==> src/rtl/loop_nest_ctrl.sv <==
// loop_nest_ctrl: three-level (channel/row/column) loop-nest sequencer with valid/ready index output
//
// Ports:
//   clk, reset                 rising-edge clock, synchronous active-high reset
//   start, abort               begin a pass (IDLE only) / cancel a running pass
//   cfg_max_*, cfg_stride_*    per-level max and stride, captured on start
//   idx_valid, idx_ready       output handshake for the current tuple
//   idx_c, idx_r, idx_w        channel, row, column indices
//   last_w, last_all           tuple ends a column sweep / ends the pass
//   busy, done                 high while running / one-cycle pass-complete pulse
module loop_nest_ctrl #(
    parameter int DATA_WIDTH = 4
) (
    input  logic                  clk,
    input  logic                  reset,
    input  logic                  start,
    input  logic                  abort,
    input  logic [DATA_WIDTH-1:0] cfg_max_c,
    input  logic [DATA_WIDTH-1:0] cfg_stride_c,
    input  logic [DATA_WIDTH-1:0] cfg_max_r,
    input  logic [DATA_WIDTH-1:0] cfg_stride_r,
    input  logic [DATA_WIDTH-1:0] cfg_max_w,
    input  logic [DATA_WIDTH-1:0] cfg_stride_w,
    input  logic                  idx_ready,
    output logic                  idx_valid,
    output logic [DATA_WIDTH-1:0] idx_c,
    output logic [DATA_WIDTH-1:0] idx_r,
    output logic [DATA_WIDTH-1:0] idx_w,
    output logic                  last_w,
    output logic                  last_all,
    output logic                  busy,
    output logic                  done
);
    localparam logic [DATA_WIDTH-1:0] ONE = 1;

    typedef enum logic [1:0] {IDLE, RUN, DONE} state_t;

    state_t state, state_nx;

    logic [DATA_WIDTH-1:0] max_c, max_r, max_w;
    logic [DATA_WIDTH-1:0] stride_c, stride_r, stride_w;
    logic [DATA_WIDTH-1:0] st_c, st_r, st_w;
    logic [DATA_WIDTH:0]   sum_c, sum_r, sum_w;
    logic                  wrap_c, wrap_r, wrap_w;
    logic [DATA_WIDTH-1:0] nxt_c, nxt_r, nxt_w;
    logic                  accept;

    // A zero stride would stall a level forever, so it steps by one instead.
    assign st_c = stride_c == '0 ? ONE : stride_c;
    assign st_r = stride_r == '0 ? ONE : stride_r;
    assign st_w = stride_w == '0 ? ONE : stride_w;

    // One extra bit catches a step that would leave the index range; that
    // step wraps and carries just like reaching max.
    assign sum_c = {1'b0, idx_c} + {1'b0, st_c};
    assign sum_r = {1'b0, idx_r} + {1'b0, st_r};
    assign sum_w = {1'b0, idx_w} + {1'b0, st_w};

    assign wrap_c = idx_c >= max_c || sum_c[DATA_WIDTH];
    assign wrap_r = idx_r >= max_r || sum_r[DATA_WIDTH];
    assign wrap_w = idx_w >= max_w || sum_w[DATA_WIDTH];

    assign nxt_w = wrap_w ? '0 : sum_w[DATA_WIDTH-1:0];
    assign nxt_r = !wrap_w ? idx_r : wrap_r ? '0 : sum_r[DATA_WIDTH-1:0];
    assign nxt_c = !(wrap_w && wrap_r) ? idx_c : wrap_c ? '0 : sum_c[DATA_WIDTH-1:0];

    assign last_w   = wrap_w && idx_valid;
    assign last_all = last_w && wrap_r && wrap_c;
    assign accept   = idx_valid && idx_ready;

    always_ff @(posedge clk) begin
        if (reset)
            state <= IDLE;
        else
            state <= state_nx;
    end

    always_comb begin
        state_nx = state;
        case (state)
            IDLE:    state_nx = start ? RUN : IDLE;
            RUN:     state_nx = abort ? IDLE : (accept && last_all) ? DONE : RUN;
            DONE:    state_nx = IDLE;
            default: state_nx = IDLE;
        endcase
    end

    always_comb begin
        idx_valid = state == RUN;
        busy      = state == RUN;
        done      = state == DONE;
    end

    // On the final accepted tuple every level wraps, so nxt_* is already zero
    // and the indices come back cleared for the next pass.
    always_ff @(posedge clk) begin
        if (reset) begin
            max_c    <= '0;
            max_r    <= '0;
            max_w    <= '0;
            stride_c <= '0;
            stride_r <= '0;
            stride_w <= '0;
            idx_c    <= '0;
            idx_r    <= '0;
            idx_w    <= '0;
        end else if (state == IDLE && start) begin
            max_c    <= cfg_max_c;
            max_r    <= cfg_max_r;
            max_w    <= cfg_max_w;
            stride_c <= cfg_stride_c;
            stride_r <= cfg_stride_r;
            stride_w <= cfg_stride_w;
            idx_c    <= '0;
            idx_r    <= '0;
            idx_w    <= '0;
        end else if (state == RUN && abort) begin
            idx_c <= '0;
            idx_r <= '0;
            idx_w <= '0;
        end else if (accept) begin
            idx_c <= nxt_c;
            idx_r <= nxt_r;
            idx_w <= nxt_w;
        end
    end
endmodule

==> config.mk <==
export PLATFORM = sky130hd
export DESIGN_NAME = loop_nest_ctrl
export DESIGN_NICKNAME = d
export VERILOG_FILES = /design/src/rtl/loop_nest_ctrl.sv
export SDC_FILE = /design/constraint.sdc
export NUM_CORES = 1
export LEC_CHECK = 0
export BUFFER_PORTS_ARGS = -buffer_cell sky130_fd_sc_hd__buf_2
export CAP_MARGIN = 40
export CORE_AREA = 8 8 98 91
export CTS_CLUSTER_SIZE = 14
export DETAILED_ROUTE_END_ITERATION = 16
export DIE_AREA = 0 0 106 99
export PLACE_DENSITY_LB_ADDON = 0.05
export SYNTH_ARGS = -nofsm -noshare
export SYNTH_HDL_FRONTEND = slang
export SYNTH_SLANG_ARGS = --single-unit
==> constraint.sdc <==
create_clock -name clk -period 3.15 [get_ports clk]
set_input_delay 0.1575 -clock clk [delete_from_list [all_inputs] [get_ports clk]]
set_output_delay 0.1575 -clock clk [all_outputs]
set_load 0.1 [all_outputs]
# Yosys cells after proc, flatten, opt, wreduce, memory -nomap -nowiden

Index checks and enable logic that the tools add are counted.

Register bits: 38
Bits of input ports: 29

Add/sub/neg operators: 3
Magnitude comparators: 3
Equal/unequal tests: 2
Multiplexer cells: 10
Reduce and logical (&&, ||, !) cells: 18

Operator list:

| kind                                                            | number |
|---|---|
| 4-bit two-way mux                                               | 6 |
| 4-bit by 4-bit adder with 5-bit output                          | 3 |
| 4-bit greater-or-equal comparator                               | 3 |
| 4-bit zero test                                                 | 3 |
| 1-bit logical AND                                               | 8 |
| 2-bit two-way mux                                               | 2 |
| 2-bit case mux with 2 select lines                              | 1 |
| 2-bit AND reduction                                             | 2 |
| 1-bit logical OR                                                | 3 |
| 3-bit OR reduction                                              | 1 |
| 2-bit by 1-bit == test with 1-bit output, second input constant | 1 |
| 2-bit == test, second input constant                            | 1 |
| 2-bit zero test                                                 | 1 |
| 1-bit two-way mux                                               | 1 |

# Depth between registers and ports, before layout

Depth after elaboration: 11
Mapped depth: 11

# Worst setup path after synthesis

Ideal clock, no wire load.

Kind: reg-to-output
Start point: reg idx_w[0]
End point: out last_all
Arrival: 6.016 ns
Data required time: 2.992 ns
Path slack: -3.024 ns
Cell stages (with the launch flop): 8
Path buffers: 0
Path through: dfxtp_1 ha_1 inv_1 fa_1 and2b_1 o21ai_1 a31oi_1 nor3b_1

Longest elaborated chain between the ends: 5
Elaborated cells between the ends (all ways): 6
Those cells by class: add/sub (1); order compare (1); reduce/logical (4)

Ends and longest elaborated chain:

| element                                                                                     | line   | text |
|---|---|---|
| start: declaration                                                                          | 28     | `output logic [DATA_WIDTH-1:0] idx_w,` |
| start signal: assignment                                                                    | 124    | `idx_w <= nxt_w;` |
| 4-bit by 4-bit adder with 5-bit output or 4-bit greater-or-equal comparator (tied branches) | 57, 61 |  |
| 1-bit logical OR *                                                                          | 61     | `assign wrap_w = idx_w >= max_w \|\| sum_w[DATA_WIDTH];` |
| 1-bit logical AND *                                                                         | 67     | `assign last_w = wrap_w && idx_valid;` |
| net last_w                                                                                  | 29     | `output logic last_w,` |
| 1-bit logical AND * (2 in a row)                                                            | 68     | `assign last_all = last_w && wrap_r && wrap_c;` |
| end: declaration                                                                            | 30     | `output logic last_all,` |

Mark *: on every way through the listed nets, which the timed path passes. The rest lies on a longest branch.

# Worst setup path after layout

Start point: reg stride_r[3]
End point: out last_all

Longest elaborated chain between the ends: 6

Ends and longest elaborated chain:

| element                                  | line | text |
|---|---|---|
| start: declaration                       | 41   | `logic [DATA_WIDTH-1:0] stride_c, stride_r, stride_w;` |
| start signal: assignment                 | 112  | `stride_r <= cfg_stride_r;` |
| 4-bit zero test                          | 50   | `assign st_r = stride_r == '0 ? ONE : stride_r;` |
| 4-bit two-way mux *                      | 50   |  |
| 4-bit by 4-bit adder with 5-bit output * | 56   | `assign sum_r = {1'b0, idx_r} + {1'b0, st_r};` |
| 1-bit logical OR *                       | 60   | `assign wrap_r = idx_r >= max_r \|\| sum_r[DATA_WIDTH];` |
| 1-bit logical AND * (2 in a row)         | 68   |  |

Mark *: on every way between the ends. The rest lies on a longest branch, timed or not.

==> impl_metrics.env <==
export IMPL_postRouteAntennaNets=0
export IMPL_power_leakage_uw=0.001119
export IMPL_netlist_instances=260
export IMPL_relSlewSlack=0.5884
export IMPL_slew_violations=0
export IMPL_hold_start="abort"
export IMPL_htree_levels=2
export IMPL_rows=30
export IMPL_grt_pass1_wl_um=9515
export IMPL_initial_core_util=0.2899
export IMPL_synth_seq_cells=38
export IMPL_required_ns=2.99
export IMPL_via_count=1816
export IMPL_viasPerCell=4.563
export IMPL_stdcell_area_sq_um=2606
export IMPL_worstReg2RegStart="stride_r[3]"
export IMPL_layout_drive_gt1_share=0.2483
export IMPL_r2r_setup_slack_ns=0.55
export IMPL_io_buffers=45
export IMPL_finalHoldViolCount=0
export IMPL_fillers=775
export IMPL_diodes=0
export IMPL_detail_route_iter0_violations=46
export IMPL_cts_sinks=38
export IMPL_final_nets=357
export IMPL_place_area_sq_um=2494
export IMPL_dieHeight_um=99
export IMPL_finalCriticalPeriod_ns=2.873
export IMPL_dieArea_sq_um=10490
export IMPL_grt_use_total=0.1135
export IMPL_yosysUniqueCellTypes=37
export IMPL_cts_setup_buffers=0
export IMPL_power_uw=1139
export IMPL_fmax_mhz=348.0
export IMPL_cap_viol_max_count=0
export IMPL_hp_class="input pin to flip-flop"
export IMPL_startpoint_type="flip-flop"
export IMPL_yosysSeqAreaShare=0.3585
export IMPL_dp_hpwl_um=4299
export IMPL_finalCritPeriodShare=0.9122
export IMPL_critical_path_startpoint="stride_r[3]"
export IMPL_r2r_end="state[0]"
export IMPL_crit_type="flip-flop to primary output"
export IMPL_grt_overflow=0
export IMPL_endpoint_kind="primary output"
export IMPL_clk_path_buf_depth=2
export IMPL_wirelength_um=5723
export IMPL_power_density_nw_per_um2=436.9
export IMPL_drcViolationCount=0
export IMPL_wl_per_cell_um=14.38
export IMPL_ys_warnings_count=0
export IMPL_finalSetupTns_ns=0
export IMPL_postCtsHoldBufs=0
export IMPL_die_x_um=106
export IMPL_crit_fanout=14
export IMPL_final_common_cell="nand2_1"
export IMPL_syn_nets=316
export IMPL_cts_buffers=5
export IMPL_cts_tree="yes"
export IMPL_firstDrtPassIters=5
export IMPL_syn_to_final_growth_pct=22.82
export IMPL_rsz0062_at_grt="no"
export IMPL_ir_drop_mv=0.1354
export IMPL_ios=46
export IMPL_worstMarginPinSlew_ns=0.6137
export IMPL_place_congestion=0.7389
export IMPL_antenna_found_initial=0
export IMPL_synthesis_area_sq_um=2122
export IMPL_fin_skew_ns=0.009980
export IMPL_syn_avg_cell_area_sq_um=8.162
export IMPL_final_cell_mix="54 x nand2_1, 45 x buf_2, 36 x a21oi_1, 32 x dfxtp_1, 23 x ha_1"
export IMPL_coreArea_sq_um=7320
export IMPL_first_global_vias=1806
export IMPL_clock_tree_root_cell="clkbuf_8"
export IMPL_cp_arrival_ns=2.72
export IMPL_clock_latency_ns=0.29
export IMPL_setup_violations=0
export IMPL_grt_max_degree=28
export IMPL_min_path_cells=2
export IMPL_cts_resized=0
export IMPL_hold_end="state[1]"
export IMPL_clk_pin_slew_ns=0.09
export IMPL_status="complete, no violations"
export IMPL_ff2ff_path_depth=10
logic make-up after synthesis:
| family | count (synthesis) | share of synthesized area |
|---|---|---|
| simple gates | 90 | 0.2087 |
| flops | 38 | 0.3585 |
| buf+inv | 37 | 0.06780 |
| compound gates | 62 | 0.1704 |
| fa+ha+maj | 27 | 0.1698 |
| xor+xnor | 6 | 0.02476 |
per-layer routing:
metal / track usage / wire length [um]
met5: 0 / 0
met4: 0.03243 / 64
met3: 0.03588 / 260
met2: 0.1663 / 2403
met1: 0.1545 / 2995
critical path, cell delays in order, from the launching register on:
cell,delay (ns)
dfxtp_1,0.34
nor3_1,0.17
or2_2,0.13
ha_1,0.15
inv_1,0.05
fa_1,0.39
nor2b_1,0.12
o21ai_0,0.08
o211a_1,0.30
nor3b_4,0.24
buf_2,0.45
flip-flops by register name, indices dropped and copies added, names as in the netlist, 4 cells and up:
register	cells
stride_r	4
idx_w	4
idx_c	4
max_w	4
max_r	4
max_c	4
stride_w	4
stride_c	4
idx_r	4
stage by stage:
step                      hold WS, ns  std cells  setup WS [ns]    util
after floorplan                0.2350        260        0.01709       -
after global placement         0.3753        390         0.6053  0.3407
after detailed placement       0.3655        390         0.5768  0.3407
after CTS                     0.04983        398         0.2497  0.3561
after global routing          0.05695        398        0.08156  0.3561
final                         0.06400        398         0.2765  0.3561
where the power goes:
part           internal (uW)  leakage [uW]  total (uW)  switching (uW)
combinational           69.7      0.000750         198             129
sequential               499      0.000314         514            14.6
clock                    236     0.0000547         427             190
Yosys cell counts (all sizes together):
| cell type | count | share of area |
|---|---|---|
| xnor2 | 6 | 0.025 |
| fa | 3 | 0.028 |
| nand4b | 3 | 0.012 |
| nor3 | 4 | 0.0094 |
| nand2b | 3 | 0.012 |
| nor2 | 7 | 0.012 |
| and2b | 2 | 0.0071 |
| ha | 24 | 0.14 |
| nor2b | 2 | 0.0059 |
| or3b | 1 | 0.0041 |
| or4b | 2 | 0.0094 |
| clkbuf | 12 | 0.021 |
| a21o | 3 | 0.011 |
| nand3b | 1 | 0.0035 |
| clkinv | 1 | 0.0024 |
| nand2 | 55 | 0.10 |
| a22oi | 4 | 0.014 |
| a21oi | 36 | 0.085 |
| a211oi | 3 | 0.011 |
| and4b | 1 | 0.0047 |
| nor3b | 1 | 0.0035 |
| and3b | 1 | 0.0041 |
| o211a | 2 | 0.0094 |
| buf | 2 | 0.0053 |
| o2111ai | 1 | 0.0071 |
| inv | 22 | 0.039 |
| nand3 | 3 | 0.0071 |
| a31oi | 2 | 0.0059 |
| dfxtp | 38 | 0.36 |
| or2 | 3 | 0.0088 |
| and2 | 1 | 0.0029 |
| a31o | 1 | 0.0041 |
| o21ai | 10 | 0.024 |
cell type report:
type / count / area [sq um] / share of cell area
clock buffer: 5 / 68.82 / 0.02640
clock inverter: 3 / 43.79 / 0.01680
inverter: 23 / 87.58 / 0.03361
multi-input combinational: 185 / 1265 / 0.4854
sequential: 38 / 773.2 / 0.2967
tap: 96 / 120.1 / 0.04609
timing repair buffer: 48 / 247.7 / 0.09506
worst max-delay path by stage:
stage	to	slack (ns)	depth (start not counted)
after floorplan	last_all	0.02	9
after global placement	last_all	0.61	10
after detailed placement	state[0]	0.58	10
after CTS	last_all	0.25	10
after global routing	last_all	0.08	10
final	last_all	0.28	10
Note: power is estimated with default switching activity, not from simulation.
